<file path="config.mk">
export PLATFORM = sky130hd
export DESIGN_NAME = operand_read_fwd
export DESIGN_NICKNAME = d
export VERILOG_FILES = /design/src/rtl/operand_read_fwd.sv
export SDC_FILE = /design/constraint.sdc
export NUM_CORES = 1
export LEC_CHECK = 0
export BUFFER_PORTS_ARGS = -buffer_cell sky130_fd_sc_hd__buf_2
export CORE_MARGIN = 10
export CORE_UTILIZATION = 45
export CTS_CLUSTER_SIZE = 28
export DETAILED_ROUTE_END_ITERATION = 10
export MAX_ROUTING_LAYER = met4
export PLACE_DENSITY = 0.85
export REMOVE_ABC_BUFFERS = 1
export SLEW_MARGIN = 20
export SYNTH_ARGS = -nofsm -noshare
export SYNTH_HDL_FRONTEND = slang
export SYNTH_SLANG_ARGS = --single-unit
</file>
<file path="constraint.sdc">
create_clock -name clk -period 5.7 [get_ports clk]
set_input_delay 0.285 -clock clk [delete_from_list [all_inputs] [get_ports clk]]
set_output_delay 0.285 -clock clk [all_outputs]
set_load 0.02 [all_outputs]
</file>
<file path="src/rtl/operand_read_fwd.sv">
// Operand-read stage: register file, EX/MEM/WB forwarding, load-use stall and
// an output pipeline register with valid/ready handshake and branch flush.
module operand_read_fwd #(
    parameter int DATA_W = 16,
    parameter int NREG   = 8,
    parameter int AW     = 3,
    parameter int IMM_W  = 6,
    parameter int FUNC_W = 5
) (
    input  logic                   clk,
    input  logic                   reset,
    input  logic                   in_valid,
    output logic                   in_ready,
    input  logic [AW-1:0]          rs1_a,
    input  logic [AW-1:0]          rs2_a,
    input  logic [AW-1:0]          rd_a,
    input  logic                   rd_we,
    input  logic [FUNC_W-1:0]      func,
    input  logic [IMM_W-1:0]       imm,
    input  logic                   use_imm,
    input  logic [2:0]             flags_in,
    input  logic [DATA_W-1:0]      pc_in,
    input  logic                   flush,
    input  logic                   ex_we,
    input  logic [AW-1:0]          ex_a,
    input  logic [DATA_W-1:0]      ex_data,
    input  logic                   ex_is_load,
    input  logic                   mem_we,
    input  logic [AW-1:0]          mem_a,
    input  logic [DATA_W-1:0]      mem_data,
    input  logic                   wb_we,
    input  logic [AW-1:0]          wb_a,
    input  logic [DATA_W-1:0]      wb_data,
    output logic                   out_valid,
    input  logic                   out_ready,
    output logic [DATA_W-1:0]      out_d1,
    output logic [DATA_W-1:0]      out_d2,
    output logic [FUNC_W-1:0]      out_func,
    output logic [AW-1:0]          out_rd_a,
    output logic                   out_rd_we,
    output logic [2:0]             out_flags,
    output logic [DATA_W-1:0]      out_pc,
    output logic [NREG*DATA_W-1:0] dbg_regs
);

    logic [DATA_W-1:0] r_rf [NREG];

    logic              r_out_valid;
    logic [DATA_W-1:0] r_out_d1;
    logic [DATA_W-1:0] r_out_d2;
    logic [FUNC_W-1:0] r_out_func;
    logic [AW-1:0]     r_out_rd_a;
    logic              r_out_rd_we;
    logic [2:0]        r_out_flags;
    logic [DATA_W-1:0] r_out_pc;

    logic [DATA_W-1:0] w_rf_s1;
    logic [DATA_W-1:0] w_rf_s2;
    logic [DATA_W-1:0] w_d1;
    logic [DATA_W-1:0] w_rs2_val;
    logic [DATA_W-1:0] w_d2;
    logic [DATA_W-1:0] w_imm_ext;
    logic              w_hazard;
    logic              w_advance;
    logic              w_load;

    // Fixed-priority bypass; a load still in EX has no data yet and is skipped.
    function automatic logic [DATA_W-1:0] resolve(
        input logic [AW-1:0]     src,
        input logic [DATA_W-1:0] rfVal,
        input logic              exWe,
        input logic [AW-1:0]     exA,
        input logic [DATA_W-1:0] exData,
        input logic              exIsLoad,
        input logic              memWe,
        input logic [AW-1:0]     memA,
        input logic [DATA_W-1:0] memData,
        input logic              wbWe,
        input logic [AW-1:0]     wbA,
        input logic [DATA_W-1:0] wbData
    );
        logic [DATA_W-1:0] val;
        val = rfVal;
        if (exWe && exA == src && !exIsLoad) begin
            val = exData;
        end else if (memWe && memA == src) begin
            val = memData;
        end else if (wbWe && wbA == src) begin
            val = wbData;
        end
        return val;
    endfunction

    always_comb begin
        w_rf_s1   = r_rf[rs1_a];
        w_rf_s2   = r_rf[rs2_a];
        w_imm_ext = {{(DATA_W-IMM_W){imm[IMM_W-1]}}, imm};
        w_d1      = resolve(rs1_a, w_rf_s1, ex_we, ex_a, ex_data, ex_is_load,
                            mem_we, mem_a, mem_data, wb_we, wb_a, wb_data);
        w_rs2_val = resolve(rs2_a, w_rf_s2, ex_we, ex_a, ex_data, ex_is_load,
                            mem_we, mem_a, mem_data, wb_we, wb_a, wb_data);
        w_d2      = use_imm ? w_imm_ext : w_rs2_val;
    end

    assign w_hazard  = ex_we & ex_is_load & in_valid &
                       ((ex_a == rs1_a) | (!use_imm & (ex_a == rs2_a)));
    assign w_advance = out_ready | !r_out_valid;
    assign w_load    = w_advance & in_valid & !w_hazard;
    assign in_ready  = w_advance & !w_hazard & !flush;

    always_ff @(posedge clk or posedge reset) begin
        if (reset) begin
            for (int k = 0; k < NREG; k++) begin
                r_rf[k] <= '0;
            end
        end else if (wb_we) begin
            r_rf[wb_a] <= wb_data;
        end
    end

    // Flush outranks everything, including a stalled output slot.
    always_ff @(posedge clk or posedge reset) begin
        if (reset) begin
            r_out_valid <= 1'b0;
            r_out_d1    <= '0;
            r_out_d2    <= '0;
            r_out_func  <= '0;
            r_out_rd_a  <= '0;
            r_out_rd_we <= 1'b0;
            r_out_flags <= '0;
            r_out_pc    <= '0;
        end else if (flush) begin
            r_out_valid <= 1'b0;
        end else if (w_load) begin
            r_out_valid <= 1'b1;
            r_out_d1    <= w_d1;
            r_out_d2    <= w_d2;
            r_out_func  <= func;
            r_out_rd_a  <= rd_a;
            r_out_rd_we <= rd_we;
            r_out_flags <= flags_in;
            r_out_pc    <= pc_in;
        end else if (w_advance) begin
            r_out_valid <= 1'b0;
        end
    end

    assign out_valid = r_out_valid;
    assign out_d1    = r_out_d1;
    assign out_d2    = r_out_d2;
    assign out_func  = r_out_func;
    assign out_rd_a  = r_out_rd_a;
    assign out_rd_we = r_out_rd_we;
    assign out_flags = r_out_flags;
    assign out_pc    = r_out_pc;

    for (genvar k = 0; k < NREG; k++) begin : g_dbg
        assign dbg_regs[k*DATA_W +: DATA_W] = r_rf[k];
    end

endmodule
</file>
==> results.py <==
metrics = {
    "outcome": {
        "status": "completed",
    },
    "worst_setup_path": {
        "r2r_slack_ns": 3.65,
        "path_buf_inv": 2,
        "critical-path-max-stage-delay_ns": 0.95,
        "cp_common_cell": "a211oi_1",
        "critPathRequiredTime_ns": 6.01,
        "worstPathCellList": "buf_2 -> buf_4 -> xnor2_1 -> nand4_1 -> nor2_1 -> a211oi_1 -> a211oi_1 -> o21ai_1",
        "worstPathArrival_ns": 2.95,
        "critical_path_class": "input port to register",
        "crit_path_top_delay_cell": "nand4_1",
        "end_kind": "register",
        "crit_path_start_kind": "input port",
        "crit_family": "simple AND/OR/NAND/NOR gates",
        "crit_fanout": 18,
    },
    "placed_design": {
        "portBuffers": 296,
        "globalplace.congestion": 0.9207,
        "dp_hpwl_um": 26790,
        "place_area_um2": 11850,
    },
    "final_layout": {
        "area_growth_pct": 22.22,
        "nets": 1238,
        "final.fill_count": 1915,
        "final_cell_area_um2": 12460,
        "drive_gt1_frac": 0.4689,
    },
    "die": {
        "initial_utilization": 0.4532,
        "ios": 297,
        "dieHeight_um": 170.5,
        "die_w_um": 170.5,
        "coreArea_um2": 22500,
        "dieArea_um2": 29090,
        "rows": 55,
    },
    "synthesis": {
        "async_flop_share": 1.000,
        "yosysTopAreaCellShare": 0.4637,
        "yosysUniqueCellTypes": 48,
        "synth_cells": 876,
        "syn_avg_cell_area_um2": 11.64,
        "synth_seq_cells": 189,
        "synth_area_um2": 10200,
        "ys_seq_area_frac": 0.4637,
        "yosys.area.top_type": "dfrtp_1",
        "yosys_warnings": 0,
        "synth_edf_count": 0,
        "synth_top_flop_cell": "dfrtp_1",
        "synth.area.top_cells": "dfrtp_1 46%, mux2_2 14%, mux4_2 11%",
    },
    "clock_network": {
        "clk-insertion-delay-late_ns": 0.43,
        "hold_buffers": 0,
        "clk_path_buf_depth": 2,
        "htree_levels": 4,
        "clock-sinks": 189,
        "clkTransAtPathRegs_ns": 0.07,
        "tritoncts": "done",
        "root_buffer": "clkbuf_16",
        "post_cts_buffers": 0,
        "cts.repair.resized": 0,
        "cts_buffers": 17,
    },
    "power": {
        "peakVddDrop_mv": 0.2102,
        "power_per_cell_area_nw_per_um2": 378.2,
        "p_total_w": 0.004714,
        "leakage_nw": 5.796,
    },
    "global_routing": {
        "grt_use_met3": 0.07811,
        "grt_busiest_layer": "met2",
        "antenna_found_initial": 3,
        "use_met1": 0.3227,
        "grt_pass1_vias": 9180,
        "overflow": 0,
        "grt_max_degree": 137,
        "grt_pass1_wl_um": 55460,
        "met2_usage": 0.3955,
        "grt_usage": 0.2610,
    },
    "sta": {
        "setup_viol": 0,
        "slew_headroom": 0.1925,
        "hold_violations": 0,
        "worst_slew_pin_slew_ns": 1.208,
        "slew_viol_final": 0,
        "final.min_clock_period_ns": 2.647,
        "finalCritPeriodShare": 0.4644,
        "fmax_mhz": 377.8,
        "rsz0062_at_grt": "no",
        "skew_ns": 0.01218,
        "setup_tns_ns": 0,
    },
    "route": {
        "drtIter0Drc": 1110,
        "vias": 8817,
        "viasPerCell": 6.157,
        "routedWlPerCell_um": 26.50,
        "drcViolationCount": 0,
        "ant_nets": 0,
        "drt_pass1_iterations": 6,
        "routed_wl_um": 37950,
    },
    "run": {
        "max-cap-violations": 0,
    },
    "hold_path": {
        "hp-class": "input port to async pin",
    },
}
-- final timing paths --
path	start	to	cells after the start
worst max-delay path	rs1_a[2]	out_d1[14]	8
worst min-delay path	reset	out_pc[12]	2
worst max register to register	out_valid	out_d1[12]	6
worst min register to register	out_pc[1]	out_pc[1]	2
max in group asynchronous	reset	out_d2[5]	3
min in group clk	pc_in[11]	out_pc[11]	3
-- synth_stat cells, drive strengths merged (4+ instances only) --
cell type,count
nor3,29
mux2,124
a31oi,13
nand4,4
nand2b,6
mux2i,45
o21ai,43
nand2,127
inv,4
buf,61
mux4,50
a21oi,15
o22ai,15
a211oi,21
nor2,36
a22oi,10
clkbuf,18
dfrtp,189
xor2,7
nor2b,14
o211ai,12
xnor2,11
-- through the flow --
| stage | setup slack (ns) | util | hold WS, ns | std cells |
|---|---|---|---|---|
| finish | 3.053 | 0.5539 | 0.01500 | 1432 |
| global route | 3.081 | 0.5538 | 0.03815 | 1431 |
| CTS | 3.127 | 0.5527 | 0.02771 | 1427 |
| detailed placement | 2.683 | 0.5266 | 0.4566 | 1396 |
| global placement | 2.832 | 0.5253 | 0.4526 | 1395 |
| floorplan | 0.2729 | - | 0.3904 | 797 |
-- metal layers --
layer / share of wire / up-vias
li1: - / 3739
met1: 0.39 / 4374
met2: 0.45 / 604
met3: 0.12 / 100
met4: 0.031 / 0
met5: 0 / -
-- power by group --
part / internal, W / switching [W]
Combinational: 0.000668 / 0.000927
Sequential: 0.00163 / 0.000265
Clock: 0.000677 / 0.000548
Total: 0.00297 / 0.00174
-- layout by cell type, fill, tap and decap left out, types with 10 or more instances in the layout --
master / instances
clkbuf_16: 17
o22ai_1: 15
nor2b_1: 14
buf_2: 296
dfrtp_1: 189
a31oi_1: 13
nor3_1: 25
mux2_2: 124
o21ai_0: 27
buf_4: 17
a21oi_1: 14
o211ai_1: 12
o21ai_1: 16
mux2i_1: 45
mux4_2: 50
nand2_1: 125
xnor2_1: 11
a211oi_1: 20
a22oi_1: 10
nor2_1: 33
-- cells by family (layout without fill, tap and decap cells) --
kind of cell              count (synthesis)  after routing  share of synthesized area
buffers and inverters                    83            350                    0.03999
and+or+nand+nor                         232            232                     0.1054
DFF                                     189            189                     0.4637
other                                     0              4                          0
muxes                                   219            219                     0.2915
xor gates and xnor gates                 18             18                    0.01619
AOI/OAI and AO/OA                       135            135                    0.08318
-- state kept, by name, summed over array words and instances, names as in the netlist --
register / cells
dbg_regs: 128
out_d1: 16
out_d2: 16
out_pc: 16
out_func: 5
out_flags: 3
out_rd_a: 3
out_rd_we: 1
out_valid: 1
-- cell type report --
cell class                 count  area, um2  share of cell area
antenna                        4      10.01           0.0008030
sequential                   189       4730              0.3794
inverter                       4      22.52            0.001807
clock inverter                10      128.9             0.01034
clock buffer                  21      460.4             0.03694
tap                          285      356.6             0.02861
multi-input combinational    604       5105              0.4096
timing repair buffer         315       1652              0.1325
(Power assumes the default switching activity.)
